$ cat src/rtl/frogger_pkg.sv
// Shared types and default grid geometry for the Frogger player mover.
package frogger_pkg;

  localparam int unsigned DEF_GRID_W    = 20;
  localparam int unsigned DEF_GRID_H    = 15;
  localparam int unsigned DEF_CELL_W    = 32;
  localparam int unsigned DEF_CELL_H    = 32;
  localparam int unsigned DEF_START_COL = 10;
  localparam int unsigned DEF_START_ROW = 14;

  typedef enum logic [1:0] {
    ST_IDLE = 2'd0,
    ST_HOP  = 2'd1,
    ST_DEAD = 2'd2,
    ST_OVER = 2'd3
  } state_t;

  typedef enum logic [2:0] {
    DIR_NONE  = 3'd0,
    DIR_UP    = 3'd1,
    DIR_DOWN  = 3'd2,
    DIR_LEFT  = 3'd3,
    DIR_RIGHT = 3'd4
  } dir_t;

endpackage

$ cat src/rtl/dir_edge_repeat.sv
// Priority direction select with rising-edge trigger and hold-to-repeat.
module dir_edge_repeat
  import frogger_pkg::*;
#(
  parameter int unsigned REPEAT_CYCLES = 8
) (
  input  logic i_Clk,
  input  logic reset,
  input  logic up,
  input  logic down,
  input  logic left,
  input  logic right,
  input  logic en,
  input  logic hop,
  output dir_t dir_c,
  output logic trig_c
);

  localparam int unsigned RPT_W = $clog2(REPEAT_CYCLES);
  localparam logic [RPT_W-1:0] RPT_MAX = RPT_W'(REPEAT_CYCLES - 1);

  logic [3:0]       prev_q;
  dir_t             sel_q;
  logic [RPT_W-1:0] rpt_q;
  logic [RPT_W-1:0] rpt_d;
  logic             cur_lvl;
  logic             prev_lvl;
  logic             held;

  // Priority select Up > Down > Left > Right and the trigger decision.
  always_comb begin
    dir_c    = DIR_NONE;
    cur_lvl  = 1'b0;
    prev_lvl = 1'b0;
    if (up) begin
      dir_c = DIR_UP;    cur_lvl = 1'b1; prev_lvl = prev_q[3];
    end else if (down) begin
      dir_c = DIR_DOWN;  cur_lvl = 1'b1; prev_lvl = prev_q[2];
    end else if (left) begin
      dir_c = DIR_LEFT;  cur_lvl = 1'b1; prev_lvl = prev_q[1];
    end else if (right) begin
      dir_c = DIR_RIGHT; cur_lvl = 1'b1; prev_lvl = prev_q[0];
    end
    held   = (dir_c != DIR_NONE) && (dir_c == sel_q);
    trig_c = en && cur_lvl && (!prev_lvl || (held && (rpt_q == RPT_MAX)));
  end

  // Repeat counter: consecutive enabled cycles with an unchanged selection.
  always_comb begin
    rpt_d = '0;
    if (en && !hop && held) begin
      rpt_d = (rpt_q == RPT_MAX) ? rpt_q : rpt_q + RPT_W'(1);
    end
  end

  // Previous levels and selection track every cycle, enabled or not.
  always_ff @(posedge i_Clk or posedge reset) begin
    if (reset) begin
      prev_q <= '0;
      sel_q  <= DIR_NONE;
      rpt_q  <= '0;
    end else begin
      prev_q <= {up, down, left, right};
      sel_q  <= dir_c;
      rpt_q  <= rpt_d;
    end
  end

endmodule

$ cat src/rtl/frog_grid_mover.sv
// Grid-based frog position controller: hops, cooldown, goal, hazard death, lives.
module frog_grid_mover
  import frogger_pkg::*;
#(
  parameter int unsigned GRID_W        = DEF_GRID_W,
  parameter int unsigned GRID_H        = DEF_GRID_H,
  parameter int unsigned CELL_W        = DEF_CELL_W,
  parameter int unsigned CELL_H        = DEF_CELL_H,
  parameter int unsigned START_COL     = DEF_START_COL,
  parameter int unsigned START_ROW     = DEF_START_ROW,
  parameter int unsigned HOP_CYCLES    = 4,
  parameter int unsigned REPEAT_CYCLES = 8,
  parameter int unsigned DEATH_CYCLES  = 16,
  parameter int unsigned LIVES         = 3,
  parameter int unsigned SCORE_BITS    = 8
) (
  input  logic                      i_Clk,
  input  logic                      reset,
  input  logic                      i_Up,
  input  logic                      i_Down,
  input  logic                      i_Left,
  input  logic                      i_Right,
  input  logic                      i_Hazard,
  output logic [$clog2(GRID_W)-1:0] o_Col,
  output logic [$clog2(GRID_H)-1:0] o_Row,
  output logic [9:0]                o_Frog_X,
  output logic [9:0]                o_Frog_Y,
  output logic                      o_Moved,
  output logic                      o_Goal,
  output logic                      o_Dead,
  output logic                      o_Game_Over,
  output logic [2:0]                o_Lives,
  output logic [SCORE_BITS-1:0]     o_Score
);

  localparam int unsigned COL_W = $clog2(GRID_W);
  localparam int unsigned ROW_W = $clog2(GRID_H);
  localparam int unsigned HOP_W = $clog2(HOP_CYCLES + 1);
  localparam int unsigned DTH_W = $clog2(DEATH_CYCLES + 1);
  localparam logic [COL_W-1:0] COL_START = COL_W'(START_COL);
  localparam logic [ROW_W-1:0] ROW_START = ROW_W'(START_ROW);
  localparam logic [COL_W-1:0] COL_MAX   = COL_W'(GRID_W - 1);
  localparam logic [ROW_W-1:0] ROW_MAX   = ROW_W'(GRID_H - 1);

  state_t           state_q, state_d;
  logic [COL_W-1:0] col_q, col_d, tgt_col;
  logic [ROW_W-1:0] row_q, row_d, tgt_row;
  logic [9:0]       x_q, y_q;
  logic             moved_q, moved_d;
  logic             goal_q, goal_d;
  logic             dead_q, over_q;
  logic [2:0]       lives_q, lives_d;
  logic [SCORE_BITS-1:0] score_q, score_d;
  logic [HOP_W-1:0] hcnt_q, hcnt_d;
  logic [DTH_W-1:0] dcnt_q, dcnt_d;
  logic             pend_q, pend_d;
  logic             legal;
  logic             hop_c;
  dir_t             dir_c;
  logic             trig_c;

  dir_edge_repeat #(
    .REPEAT_CYCLES(REPEAT_CYCLES)
  ) u_dir (
    .i_Clk  (i_Clk),
    .reset  (reset),
    .up     (i_Up),
    .down   (i_Down),
    .left   (i_Left),
    .right  (i_Right),
    .en     (state_q == ST_IDLE),
    .hop    (hop_c),
    .dir_c  (dir_c),
    .trig_c (trig_c)
  );

  // Target cell for the selected direction; walls block without substitution.
  always_comb begin
    tgt_col = col_q;
    tgt_row = row_q;
    legal   = 1'b0;
    case (dir_c)
      DIR_UP:    if (row_q != '0)     begin legal = 1'b1; tgt_row = row_q - ROW_W'(1); end
      DIR_DOWN:  if (row_q != ROW_MAX) begin legal = 1'b1; tgt_row = row_q + ROW_W'(1); end
      DIR_LEFT:  if (col_q != '0)     begin legal = 1'b1; tgt_col = col_q - COL_W'(1); end
      DIR_RIGHT: if (col_q != COL_MAX) begin legal = 1'b1; tgt_col = col_q + COL_W'(1); end
      default: ;
    endcase
  end

  // Next-state and datapath updates; hazard outranks any same-cycle hop.
  always_comb begin
    state_d = state_q;
    col_d   = col_q;
    row_d   = row_q;
    moved_d = 1'b0;
    goal_d  = 1'b0;
    lives_d = lives_q;
    score_d = score_q;
    hcnt_d  = hcnt_q;
    dcnt_d  = dcnt_q;
    pend_d  = pend_q;
    hop_c   = 1'b0;
    case (state_q)
      ST_IDLE: begin
        if (i_Hazard) begin
          lives_d = lives_q - 3'd1;
          dcnt_d  = '0;
          pend_d  = 1'b0;
          state_d = ST_DEAD;
        end else if (trig_c && legal) begin
          hop_c   = 1'b1;
          col_d   = tgt_col;
          row_d   = tgt_row;
          moved_d = 1'b1;
          hcnt_d  = '0;
          state_d = ST_HOP;
          if (tgt_row == '0) begin
            goal_d  = 1'b1;
            pend_d  = 1'b1;
            score_d = (score_q == '1) ? score_q : score_q + SCORE_BITS'(1);
          end
        end
      end
      ST_HOP: begin
        if (i_Hazard) begin
          lives_d = lives_q - 3'd1;
          dcnt_d  = '0;
          pend_d  = 1'b0;
          state_d = ST_DEAD;
        end else if (hcnt_q == HOP_W'(HOP_CYCLES - 1)) begin
          hcnt_d  = '0;
          state_d = ST_IDLE;
          if (pend_q) begin
            col_d  = COL_START;
            row_d  = ROW_START;
            pend_d = 1'b0;
          end
        end else begin
          hcnt_d = hcnt_q + HOP_W'(1);
        end
      end
      ST_DEAD: begin
        if (dcnt_q == DTH_W'(DEATH_CYCLES - 1)) begin
          dcnt_d = '0;
          if (lives_q != 3'd0) begin
            col_d   = COL_START;
            row_d   = ROW_START;
            state_d = ST_IDLE;
          end else begin
            state_d = ST_OVER;
          end
        end else begin
          dcnt_d = dcnt_q + DTH_W'(1);
        end
      end
      default: ;
    endcase
  end

  // State and output registers; pixel coordinates track the next cell.
  always_ff @(posedge i_Clk or posedge reset) begin
    if (reset) begin
      state_q <= ST_IDLE;
      col_q   <= COL_START;
      row_q   <= ROW_START;
      x_q     <= 10'(START_COL * CELL_W);
      y_q     <= 10'(START_ROW * CELL_H);
      moved_q <= 1'b0;
      goal_q  <= 1'b0;
      dead_q  <= 1'b0;
      over_q  <= 1'b0;
      lives_q <= 3'(LIVES);
      score_q <= '0;
      hcnt_q  <= '0;
      dcnt_q  <= '0;
      pend_q  <= 1'b0;
    end else begin
      state_q <= state_d;
      col_q   <= col_d;
      row_q   <= row_d;
      x_q     <= 10'(col_d * CELL_W);
      y_q     <= 10'(row_d * CELL_H);
      moved_q <= moved_d;
      goal_q  <= goal_d;
      dead_q  <= (state_d == ST_DEAD);
      over_q  <= (state_d == ST_OVER);
      lives_q <= lives_d;
      score_q <= score_d;
      hcnt_q  <= hcnt_d;
      dcnt_q  <= dcnt_d;
      pend_q  <= pend_d;
    end
  end

  assign o_Col       = col_q;
  assign o_Row       = row_q;
  assign o_Frog_X    = x_q;
  assign o_Frog_Y    = y_q;
  assign o_Moved     = moved_q;
  assign o_Goal      = goal_q;
  assign o_Dead      = dead_q;
  assign o_Game_Over = over_q;
  assign o_Lives     = lives_q;
  assign o_Score     = score_q;

endmodule

$ cat config.mk
export PLATFORM = sky130hd
export DESIGN_NAME = frog_grid_mover
export DESIGN_NICKNAME = d
export VERILOG_FILES = /design/src/rtl/frogger_pkg.sv /design/src/rtl/dir_edge_repeat.sv /design/src/rtl/frog_grid_mover.sv
export SDC_FILE = /design/constraint.sdc
export NUM_CORES = 1
export LEC_CHECK = 0
export BUFFER_PORTS_ARGS = -buffer_cell sky130_fd_sc_hd__clkbuf_2
export CAP_MARGIN = 20
export CELL_PAD_IN_SITES_DETAIL_PLACEMENT = 1
export CELL_PAD_IN_SITES_GLOBAL_PLACEMENT = 2
export CORE_ASPECT_RATIO = 1.25
export CORE_MARGIN = 2
export CORE_UTILIZATION = 35
export CTS_CLUSTER_SIZE = 14
export DETAILED_ROUTE_END_ITERATION = 12
export GPL_ROUTABILITY_DRIVEN = 0
export GPL_TIMING_DRIVEN = 0
export PLACE_DENSITY = 0.77
export SLEW_MARGIN = 20
export SYNTH_ARGS = -nofsm -noshare
export SYNTH_HDL_FRONTEND = slang
export SYNTH_SLANG_ARGS = --single-unit
export TNS_END_PERCENT = 5
$ cat constraint.sdc
create_clock -name i_Clk -period 5.6 [get_ports i_Clk]
set_clock_uncertainty 0.15 [all_clocks]
set_input_delay 0.56 -clock i_Clk [delete_from_list [all_inputs] [get_ports i_Clk]]
set_output_delay 0.56 -clock i_Clk [all_outputs]
set_load 0.1 [all_outputs]
==> results_dict.tcl <==
set metrics [dict create \
    maxCapViolCount 0 \
    place_area_um2 3276 \
    p_int_w 0.0005231 \
    cts_num_sinks 45 \
    initial_core_util_pct 35.52 \
    fin_nets 378 \
    min_period_ps 3198 \
    portBuffers 39 \
    area_growth_pct 17.81 \
    grt_use_total_pct 16.12 \
    drtIter0Drc 87 \
    die_h_um 105.7 \
    cts_buffers 5 \
    switching_share_pct 24.87 \
    synth_edf_count 0 \
    syn_avg_cell_area_um2 9.777 \
    fin_crit_sh_pct 57.11 \
    rsz0062_at_grt "no" \
    ys_warn_count 0 \
    endpoint_kind "flop" \
    fmax_mhz 312.7 \
    syn_area_um2 2894 \
    vias_per_cell 5.182 \
    drv_slew 0 \
    chipWidth_um 85.33 \
    utilization_pct 41.85 \
    ys_ff_latch 45 \
    worstSkewPairLatency_ps 300 \
    power_density_nw_per_um2 204.2 \
    outcome "complete, no violations" \
    io_pins 51 \
    multi_input_area_um2 1530 \
    core_um2 8148 \
    routedWlPerCell_um 15.05 \
    crit_required_ps 5640 \
    max_stage_delay_ps 620 \
    cts_buffer_depth 2 \
    irDropWorstVdd_mv 0.1209 \
    hold_class "in -> async" \
    worstMarginPinSlew_ps 670.8 \
    design_area_um2 3410 \
    htree_levels 2 \
    clkPwrFrac_pct 42.1 \
    hold_viol 0 \
    cts_root_buffer "clkbuf_8" \
    ant_nets 0 \
    drc 0 \
    reg2reg_from "o_Frog_Y[5]$_DFFE_PP0P_" \
    rows 37 \
    ff_latch_area_um2 1135 \
    startpoint_type "flop" \
    grt_overflow 0 \
    async_flop_share_pct 100.0 \
    cts_setup_buffers 0 \
    first_pass_iters 4 \
    cp_data_arrival_time_ps 3240 \
    crit_fanout 8 \
    grt_pass1_vias 2393 \
    ctsHoldBuffers 0 \
    dr_total_vias 2337 \
    totalNegativeSetupSlack_ps 0 \
    relSlewSlack_pct 54.87 \
    r2r_slack_ps 2400 \
    critical_path.slowest_cell "nor4_1" \
    path_clk_slew_ps 90 \
    crit_chain "inv_1, ha_1, or3b_4, nor3b_2, o211ai_2, nor4_1, or3b_1, xnor2_1" \
    power_frac_comb_pct 10.7 \
    diodes 0 \
    switchingPower_w 0.0001732 \
    synth-main-ff-cell "dfrtp_1" \
    syn_inst 296 \
    hold_ws_ps 154.5 \
    grt_pass1_wl_um 11790 \
    drive_gt1_share_pct 27.68 \
    yosysUniqueCellTypes 68 \
    cp-startpoint "o_Frog_Y[5]$_DFFE_PP0P_" \
    cts_resized 0 \
    dp_hpwl_um 5225 \
    antenna_found_initial 0 \
    critPathKind "reg -> reg" \
    die_area_um2 9016 \
    routed_wl_um 6789 \
    cts_tree "built" \
    p_seq_share_pct 47.2 \
    ys_seq_area_share_pct 39.21 \
    p_leak_nw 1.707 \
    setup_viol_count_final 0 \
    nFillCells 975 \
    grt_max_degree 28 \
]
[final timing paths]
kind,to,cells past startpoint
setup / recovery,o_Score[5]$_DFFE_PP0P_,8
hold / removal,o_Moved$_DFF_PP0_,2
setup reg to reg,o_Score[5]$_DFFE_PP0P_,8
hold reg to reg,dcnt_q[4]$_DFFE_PP0P_,1
max in group asynchronous,o_Frog_X[8]$_DFFE_PP1P_,3
min in group i_Clk,u_dir.prev_q[3]$_DFF_PP0_,1
[routing by layer]
layer	routed length (um)	global-route usage (%)	share of wire, %
met5	0	0	0
met4	77	4.082	1.1
met3	148	2.428	2.2
met2	3577	28.35	53
met1	2985	20.46	44
[cells in the mapped netlist (6+ instances only)]
cell     number  area, um^2
buf_4        21       157.7
a21oi_1       8       40.04
dfrtp_1      38       950.9
nand2_1      18       67.56
ha_1         17       212.7
o21ai_0      22       110.1
xor2_1        6       52.55
xnor2_1       9       78.83
nor2_1       12       45.04
inv_1        20       75.07
dfstp_2       7       183.9
nor2b_1       8       50.05
[metrics by stage]
step / setup WS [ps] / power [W] / std cells
after floorplan: 2200 / 0.0003957 / 306
after global placement: 2434 / 0.0004075 / 442
after detailed placement: 2355 / 0.0004107 / 443
after CTS: 2343 / 0.0007071 / 451
after global routing: 2150 / 0.0007275 / 451
final: 2402 / 0.0006963 / 451
[sequential cells by signal, summed over array words and instances (netlist names), 2 cells and up]
name and flops:
o_Score 8, state_q 2, u_dir.rpt_q 3, dcnt_q 5
o_Frog_Y 4, u_dir.sel_q 3, o_Lives 3, hcnt_q 3
o_Frog_X 5, u_dir.prev_q 4
[power by group through the flow]
stage	registers [W]	logic, W	clock network (W)
2_1_floorplan	0.000335	0.0000612	0
3_3_place_gp	0.000335	0.0000727	0
3_5_place_dp	0.000335	0.0000758	0
4_1_cts	0.000329	0.0000758	0.000303
5_1_grt	0.000329	0.0000810	0.000317
6_report	0.000329	0.0000747	0.000293
[cell type report]
| class | count | share of cell area (%) |
|---|---|---|
| inverter | 20 | 2.202 |
| clock buffer | 5 | 2.018 |
| timing repair buffer | 40 | 6.532 |
| sequential | 45 | 33.28 |
| tap | 97 | 3.560 |
| buffer | 27 | 5.615 |
| multi-input combinational | 214 | 44.88 |
| clock inverter | 3 | 1.908 |
[cell usage in the layout (no fill, tap or decap), types with 2 or more instances in the layout]
cell | synthesis | routed
a21o_1 | 3 | 3
a21oi_1 | 8 | 8
and2_1 | 4 | 4
and3_1 | 5 | 5
buf_2 | 3 | 3
buf_4 | 21 | 21
bufinv_16 | 0 | 2
clkbuf_2 | 0 | 39
clkbuf_8 | 0 | 5
conb_1 | 1 | 11
dfrtp_1 | 38 | 38
dfstp_2 | 7 | 7
ha_1 | 17 | 17
inv_1 | 20 | 19
mux2_2 | 3 | 3
mux2i_1 | 4 | 4
nand2_1 | 18 | 18
nand2b_1 | 5 | 5
nand3_1 | 5 | 5
nand3b_1 | 3 | 3
nand4_1 | 4 | 4
nand4b_1 | 5 | 5
nor2_1 | 12 | 12
nor2b_1 | 8 | 8
nor3b_1 | 2 | 2
nor4_1 | 5 | 5
o211ai_1 | 2 | 2
o21a_1 | 3 | 3
o21ai_0 | 22 | 22
o21ai_1 | 2 | 2
o21bai_1 | 2 | 2
o221ai_1 | 2 | 2
o22a_1 | 3 | 3
o2bb2ai_1 | 2 | 2
o31ai_1 | 3 | 3
or2_2 | 4 | 4
or3b_4 | 2 | 2
or4_1 | 2 | 2
xnor2_1 | 9 | 9
xor2_1 | 6 | 6
[logic make-up after synthesis]
group / after synthesis / synth area share (%)
XOR/XNOR: 15 / 4.540
multiplexers: 8 / 3.069
other: 1 / 0.1296
adder cells (fa/ha/maj): 18 / 8.041
flip-flops: 45 / 39.21
AO/OA/AOI/OAI: 68 / 16.13
AND/OR/NAND/NOR: 94 / 19.67
buffers and inverters: 47 / 9.208
[critical path, delay by kind of cell (launching register included)]
family | cells | cell delay (ps)
simple gates | 4 | 1710
flops | 1 | 490
fa+ha+maj | 1 | 240
compound gates | 1 | 210
buf+inv | 1 | 160
xor+xnor | 1 | 130
No activity file was read; power rests on OpenSTA's default activity.
